## src/rtl/writeback_unit_if.sv

```systemverilog
// Writeback bus: ALU and load result sources plus the register-file write port.
interface writeback_unit_if;
    localparam int unsigned XLEN    = 64;
    localparam int unsigned REG_AW  = 5;

    logic              alu_valid_i;
    logic              alu_ready_o;
    logic [REG_AW-1:0] alu_rd_i;
    logic [XLEN-1:0]   alu_data_i;

    logic              ld_valid_i;
    logic              ld_ready_o;
    logic [REG_AW-1:0] ld_rd_i;
    logic [XLEN-1:0]   ld_data_i;
    logic [1:0]        ld_size_i;
    logic              ld_unsigned_i;
    logic [2:0]        ld_offset_i;

    logic [REG_AW-1:0] rd_addr_o;
    logic              wr_en_o;
    logic [XLEN-1:0]   wr_data_o;

    // Producer side: offers results and observes the register-file write.
    modport master (
        output alu_valid_i, alu_rd_i, alu_data_i,
        output ld_valid_i, ld_rd_i, ld_data_i, ld_size_i, ld_unsigned_i, ld_offset_i,
        input  alu_ready_o, ld_ready_o,
        input  rd_addr_o, wr_en_o, wr_data_o
    );

    // Writeback unit side.
    modport slave (
        input  alu_valid_i, alu_rd_i, alu_data_i,
        input  ld_valid_i, ld_rd_i, ld_data_i, ld_size_i, ld_unsigned_i, ld_offset_i,
        output alu_ready_o, ld_ready_o,
        output rd_addr_o, wr_en_o, wr_data_o
    );
endinterface

```

## src/rtl/writeback_unit.sv

```systemverilog
// Writeback unit: round-robin arbitration between ALU and load results,
// load alignment/extension, and a registered register-file write port.
module writeback_unit (
    input  logic               clk,
    input  logic               reset,
    writeback_unit_if.slave    bus
);
    localparam int unsigned XLEN   = 64;
    localparam int unsigned REG_AW = 5;

    typedef enum logic {
        LAST_LD  = 1'b0,
        LAST_ALU = 1'b1
    } last_grant_e;

    last_grant_e state_q;
    last_grant_e state_d;

    logic alu_grant;
    logic ld_grant;
    logic alu_xfer;
    logic ld_xfer;

    logic [2:0]      eff_off;
    logic [XLEN-1:0] ld_shifted;
    logic [XLEN-1:0] ld_result;

    // Arbiter pointer register; reset favours the ALU on the first tie.
    always_ff @(posedge clk or negedge reset) begin
        if (!reset) begin
            state_q <= LAST_LD;
        end else begin
            state_q <= state_d;
        end
    end

    // Pointer advances only when a handshake completes.
    always_comb begin
        state_d = state_q;
        if (alu_xfer) begin
            state_d = LAST_ALU;
        end else if (ld_xfer) begin
            state_d = LAST_LD;
        end
    end

    // Grants: a lone requester wins, a tie goes to the source not served last.
    always_comb begin
        alu_grant = 1'b0;
        ld_grant  = 1'b0;
        if (reset) begin
            alu_grant = bus.alu_valid_i && (!bus.ld_valid_i || (state_q == LAST_LD));
            ld_grant  = bus.ld_valid_i && (!bus.alu_valid_i || (state_q == LAST_ALU));
        end
    end

    assign bus.alu_ready_o = alu_grant;
    assign bus.ld_ready_o  = ld_grant;
    assign alu_xfer        = alu_grant;
    assign ld_xfer         = ld_grant;

    // Effective byte offset: naturally align to the access size.
    always_comb begin
        eff_off = bus.ld_offset_i;
        unique case (bus.ld_size_i)
            2'b00:   eff_off = bus.ld_offset_i;
            2'b01:   eff_off = {bus.ld_offset_i[2:1], 1'b0};
            2'b10:   eff_off = {bus.ld_offset_i[2], 2'b00};
            default: eff_off = 3'b000;
        endcase
    end

    assign ld_shifted = bus.ld_data_i >> {eff_off, 3'b000};

    // Truncate the shifted doubleword to the access size and extend to 64 bits.
    always_comb begin
        ld_result = ld_shifted;
        unique case (bus.ld_size_i)
            2'b00: ld_result = bus.ld_unsigned_i ? {56'd0, ld_shifted[7:0]}
                                                 : {{56{ld_shifted[7]}}, ld_shifted[7:0]};
            2'b01: ld_result = bus.ld_unsigned_i ? {48'd0, ld_shifted[15:0]}
                                                 : {{48{ld_shifted[15]}}, ld_shifted[15:0]};
            2'b10: ld_result = bus.ld_unsigned_i ? {32'd0, ld_shifted[31:0]}
                                                 : {{32{ld_shifted[31]}}, ld_shifted[31:0]};
            default: ld_result = ld_shifted;
        endcase
    end

    // Registered write port; x0 transfers complete but never enable the write.
    always_ff @(posedge clk or negedge reset) begin
        if (!reset) begin
            bus.wr_en_o   <= 1'b0;
            bus.rd_addr_o <= '0;
            bus.wr_data_o <= '0;
        end else if (alu_xfer) begin
            bus.wr_en_o   <= (bus.alu_rd_i != REG_AW'(0));
            bus.rd_addr_o <= bus.alu_rd_i;
            bus.wr_data_o <= bus.alu_data_i;
        end else if (ld_xfer) begin
            bus.wr_en_o   <= (bus.ld_rd_i != REG_AW'(0));
            bus.rd_addr_o <= bus.ld_rd_i;
            bus.wr_data_o <= ld_result;
        end else begin
            bus.wr_en_o   <= 1'b0;
        end
    end
endmodule

```

## src/flat_wrapper.sv

```systemverilog
// flat-port wrapper written by rule: the top's interface ports become plain ports
module writeback_unit_flat 
  (clk, reset, bus_alu_valid_i, bus_alu_rd_i, bus_alu_data_i, bus_ld_valid_i, bus_ld_rd_i, bus_ld_data_i, bus_ld_size_i, bus_ld_unsigned_i, bus_ld_offset_i, bus_alu_ready_o, bus_ld_ready_o, bus_rd_addr_o, bus_wr_en_o, bus_wr_data_o);
  writeback_unit_if bus_i ();
  input  logic clk;
  input  logic reset;
  input wire logic [$bits(bus_i.alu_valid_i)-1:0] bus_alu_valid_i;
  input wire logic [$bits(bus_i.alu_rd_i)-1:0] bus_alu_rd_i;
  input wire logic [$bits(bus_i.alu_data_i)-1:0] bus_alu_data_i;
  input wire logic [$bits(bus_i.ld_valid_i)-1:0] bus_ld_valid_i;
  input wire logic [$bits(bus_i.ld_rd_i)-1:0] bus_ld_rd_i;
  input wire logic [$bits(bus_i.ld_data_i)-1:0] bus_ld_data_i;
  input wire logic [$bits(bus_i.ld_size_i)-1:0] bus_ld_size_i;
  input wire logic [$bits(bus_i.ld_unsigned_i)-1:0] bus_ld_unsigned_i;
  input wire logic [$bits(bus_i.ld_offset_i)-1:0] bus_ld_offset_i;
  output wire logic [$bits(bus_i.alu_ready_o)-1:0] bus_alu_ready_o;
  output wire logic [$bits(bus_i.ld_ready_o)-1:0] bus_ld_ready_o;
  output wire logic [$bits(bus_i.rd_addr_o)-1:0] bus_rd_addr_o;
  output wire logic [$bits(bus_i.wr_en_o)-1:0] bus_wr_en_o;
  output wire logic [$bits(bus_i.wr_data_o)-1:0] bus_wr_data_o;
  assign bus_i.alu_valid_i = bus_alu_valid_i;
  assign bus_i.alu_rd_i = bus_alu_rd_i;
  assign bus_i.alu_data_i = bus_alu_data_i;
  assign bus_i.ld_valid_i = bus_ld_valid_i;
  assign bus_i.ld_rd_i = bus_ld_rd_i;
  assign bus_i.ld_data_i = bus_ld_data_i;
  assign bus_i.ld_size_i = bus_ld_size_i;
  assign bus_i.ld_unsigned_i = bus_ld_unsigned_i;
  assign bus_i.ld_offset_i = bus_ld_offset_i;
  assign bus_alu_ready_o = bus_i.alu_ready_o;
  assign bus_ld_ready_o = bus_i.ld_ready_o;
  assign bus_rd_addr_o = bus_i.rd_addr_o;
  assign bus_wr_en_o = bus_i.wr_en_o;
  assign bus_wr_data_o = bus_i.wr_data_o;
  writeback_unit u_core (.clk(clk), .reset(reset), .bus(bus_i));
endmodule
```

## config.mk

```make
export PLATFORM = sky130hd
export DESIGN_NAME = writeback_unit_flat
export DESIGN_NICKNAME = d
export VERILOG_FILES = /design/src/rtl/writeback_unit_if.sv /design/src/rtl/writeback_unit.sv /design/src/flat_wrapper.sv
export SDC_FILE = /design/constraint.sdc
export NUM_CORES = 1
export LEC_CHECK = 0
export BUFFER_PORTS_ARGS = -buffer_cell sky130_fd_sc_hd__buf_2
export CAP_MARGIN = 20
export CORE_MARGIN = 3
export CORE_UTILIZATION = 35
export CTS_BUF_LIST = sky130_fd_sc_hd__clkbuf_8
export DETAILED_ROUTE_END_ITERATION = 12
export GPL_TIMING_DRIVEN = 0
export PLACE_DENSITY = 0.7
export SYNTH_ARGS = -nofsm -noshare
export SYNTH_HDL_FRONTEND = slang
export SYNTH_SLANG_ARGS = --single-unit
export TNS_END_PERCENT = 1
```

## constraint.sdc

```tcl
create_clock -name clk -period 2.75 [get_ports clk]
set_clock_uncertainty 0.1 [all_clocks]
set_input_delay 0.1375 -clock clk [delete_from_list [all_inputs] [get_ports clk]]
set_output_delay 0.1375 -clock clk [all_outputs]
set_load 0.005 [all_outputs]
```

==> impl_metrics.tcl <==
set metrics [dict create \
    outcome "finished with violations" \
    violations "hold timing" \
    ys_warn_count 0 \
    antenna_found_initial 0 \
    hp-start "bus_alu_data_i[52]" \
    syn-num-nets 627 \
    final_cell_mix "buf_2 (222), nand2_1 (83), dfrtp_1 (71)" \
    netlist_instances 479 \
    yosysTopAreaCell "dfrtp_1" \
    ys_seq_elements 71 \
    coreArea_sq_um 11660 \
    die_area_sq_um 13520 \
    setup_viol 0 \
    clkTransAtPathRegs_ns 0.08 \
    final_nets 883 \
    fp.dieW_um 116.3 \
    post-route-drc-count 0 \
    post_drt_wl_per_cell_um 20.96 \
    cts_buffers 9 \
    grt_pass1_vias 5028 \
    pwr_density_cell_nw_per_um2 527.2 \
    cts_tree "yes" \
    fill_cells 1131 \
    clock_power_share 0.270 \
    cts_sinks 71 \
    dp.cells 839 \
    dp_slack_ns -0.2482 \
    stdcell_count 884 \
    place_congestion 0.9070 \
    portBuffers 217 \
    drv_cap 0 \
    holdWs_ns -0.001293 \
    grt_overflow 0 \
    initial_core_util 0.3651 \
    fin_util 0.5169 \
    wl_um 18530 \
    yosysSeqAreaShare 0.4173 \
    ant_nets 0 \
    via_count 5132 \
    drive_above_1_share 0.3568 \
    ys_types 44 \
    drt_pass1_iterations 5 \
    synth_ff_type "dfrtp_1" \
    pwr-share-seq 0.418 \
    period_share 0.8998 \
    timing.fmax_ghz 0.4041 \
    clk_latency_ns 0.36 \
    mostFrequentLayoutCell "buf_2" \
    startpoint "bus_ld_valid_i" \
    area_delta_synth_final_pct 41.58 \
    avgViaCountPerCell 5.805 \
    clockBufferDepth 2 \
    power_switching_share 0.3314 \
    synth_area_leaders "dfrtp_1 (42%), o22ai_1 (7.8%), a31oi_1 (7.5%)" \
    place_hpwl_um 14160 \
    layout_setup_ws_ns 0.2756 \
    rsz0062_at_grt "no" \
    cts_root_buf "clkbuf_8" \
    grt_pass1_wl_um 27630 \
    hp-class "primary input to register" \
    grtUsageTotal 0.2690 \
    worstPathArrival_ns 2.64 \
    max_slew_margin 0.4967 \
    first_iter_violations 627 \
    p_int_mw 2.125 \
    irDropWorstVdd_uv 292.5 \
    io_pins 220 \
    synth_edf_count 0 \
    r2r-start "u_core.state_q$_DFFE_PN0P_" \
    maxSlewViolCount 0 \
    syn_area_sq_um 4258 \
    synth_top_area_share 0.4173 \
    combPwrFrac 0.311 \
    die_y_um 116.3 \
    critPathCaptureType "register" \
    fp-row-count 39 \
    worst_pin_slew_ns 0.7550 \
    hold_viol 1 \
    avgSynthCellArea_sq_um 8.889 \
    critPathKind "primary input to register" \
    path_max_fanout 10 \
    cp-start-kind "primary input" \
    leakage_nw 2.857 \
    ys_async_sr_fraction 1.000 \
    p_switching_mw 1.053 \
    worstPathRequired_ns 2.92 \
    finalCriticalPeriod_ns 2.474 \
    power_mw 3.178 \
    cts.htree.levels 3 \
    grt_start_max_net_pins 77 \
]
-- logic make-up (layout without fill, tap and decap cells) --
family,after synthesis,count (layout),synth area share
other,0,1,0
AO/OA/AOI/OAI,207,207,0.3112
AND/OR/NAND/NOR,128,128,0.1369
multiplexers,23,23,0.07816
buffers and inverters,50,311,0.05642
flip-flops,71,71,0.4173
-- metrics by stage --
stage	cell area, sq um	TNS (ns)	hold WS (ns)
floorplan	4258	0	-0.2581
global placement	5523	-38.68	0.2446
detailed placement	5525	-5.968	0.2378
CTS	5983	0	-0.1460
global route	6026	0	0.001820
finish	6028	0	-0.001293
-- per-layer routing --
layer	GRT usage	up-vias	routed length (um)
li1	-	2341	-
met1	0.3599	2437	7468
met2	0.4317	301	8814
met3	0.05285	53	1589
met4	0.1036	0	657
met5	0	-	0
-- worst max-delay path, stage by stage --
cell,delay [ns]
dlygate4sd3_1,0.53
buf_2,0.14
nand2_1,0.06
nand3_1,0.13
nand2_1,0.34
inv_1,0.25
o21ai_1,0.32
clkbuf_1,0.42
a21oi_1,0.09
a31oi_1,0.23
-- timing repair --
item,4_1_cts,5_1_grt
hold buffers,26,2
gates resized for setup,0,3
setup endpoints to repair,0,31
buffers inserted,0,0
hold endpoints to repair,93,71
-- flip-flops by register name (all words and copies together), names as in the netlist --
name	cells
u_core.bus.wr_data_o	64
u_core.bus.rd_addr_o	5
u_core.bus.wr_en_o	1
u_core.state_q	1
-- worst paths after layout --
path | depth (start not counted) | to | slack, ns
min in group asynchronous | 3 | u_core.bus.wr_data_o[3]$_DFFE_PN0P_ | 0.28
max in group asynchronous | 3 | u_core.bus.wr_data_o[39]$_DFFE_PN0P_ | 1.96
setup reg to reg | 8 | u_core.bus.wr_data_o[35]$_DFFE_PN0P_ | 0.30
setup / recovery | 10 | u_core.bus.wr_data_o[35]$_DFFE_PN0P_ | 0.28
hold / removal | 3 | u_core.bus.wr_data_o[52]$_DFFE_PN0P_ | -0.001
hold reg to reg | 1 | u_core.state_q$_DFFE_PN0P_ | 0.42
-- cell usage after synthesis, types with 6 or more instances --
cell type   n
a21oi_1    47
a22oi_1    12
a31oi_1    51
buf_2       6
clkbuf_1   33
dfrtp_1    71
mux2i_1    13
mux4_2      8
nand2_1    83
nand2b_1   10
nand3_1     9
nor2_1     10
o21ai_0    14
o22ai_1    53
-- power groups by stage --
stage,Clock [mW],Sequential (mW),Combinational [mW]
floorplan,0,1.35,0.439
global placement,0,1.34,0.926
detailed placement,0,1.35,0.938
CTS,0.865,1.33,0.972
global route,0.921,1.35,1.09
finish,0.859,1.33,0.989
-- layout make-up --
class                           instances  area [sq um]  area share
Clock inverter                          6         60.06    0.009963
Buffer                                 47         230.2     0.03819
Multi-Input combinational cell        358          2241      0.3717
Clock buffer                           10         137.6     0.02283
Timing Repair Buffer                  245          1390      0.2306
Antenna cell                            1         2.502   0.0004151
Tap cell                              143         178.9     0.02968
Sequential cell                        71          1777      0.2947
Inverter                                3         11.26    0.001868
(Power assumes the default switching activity.)
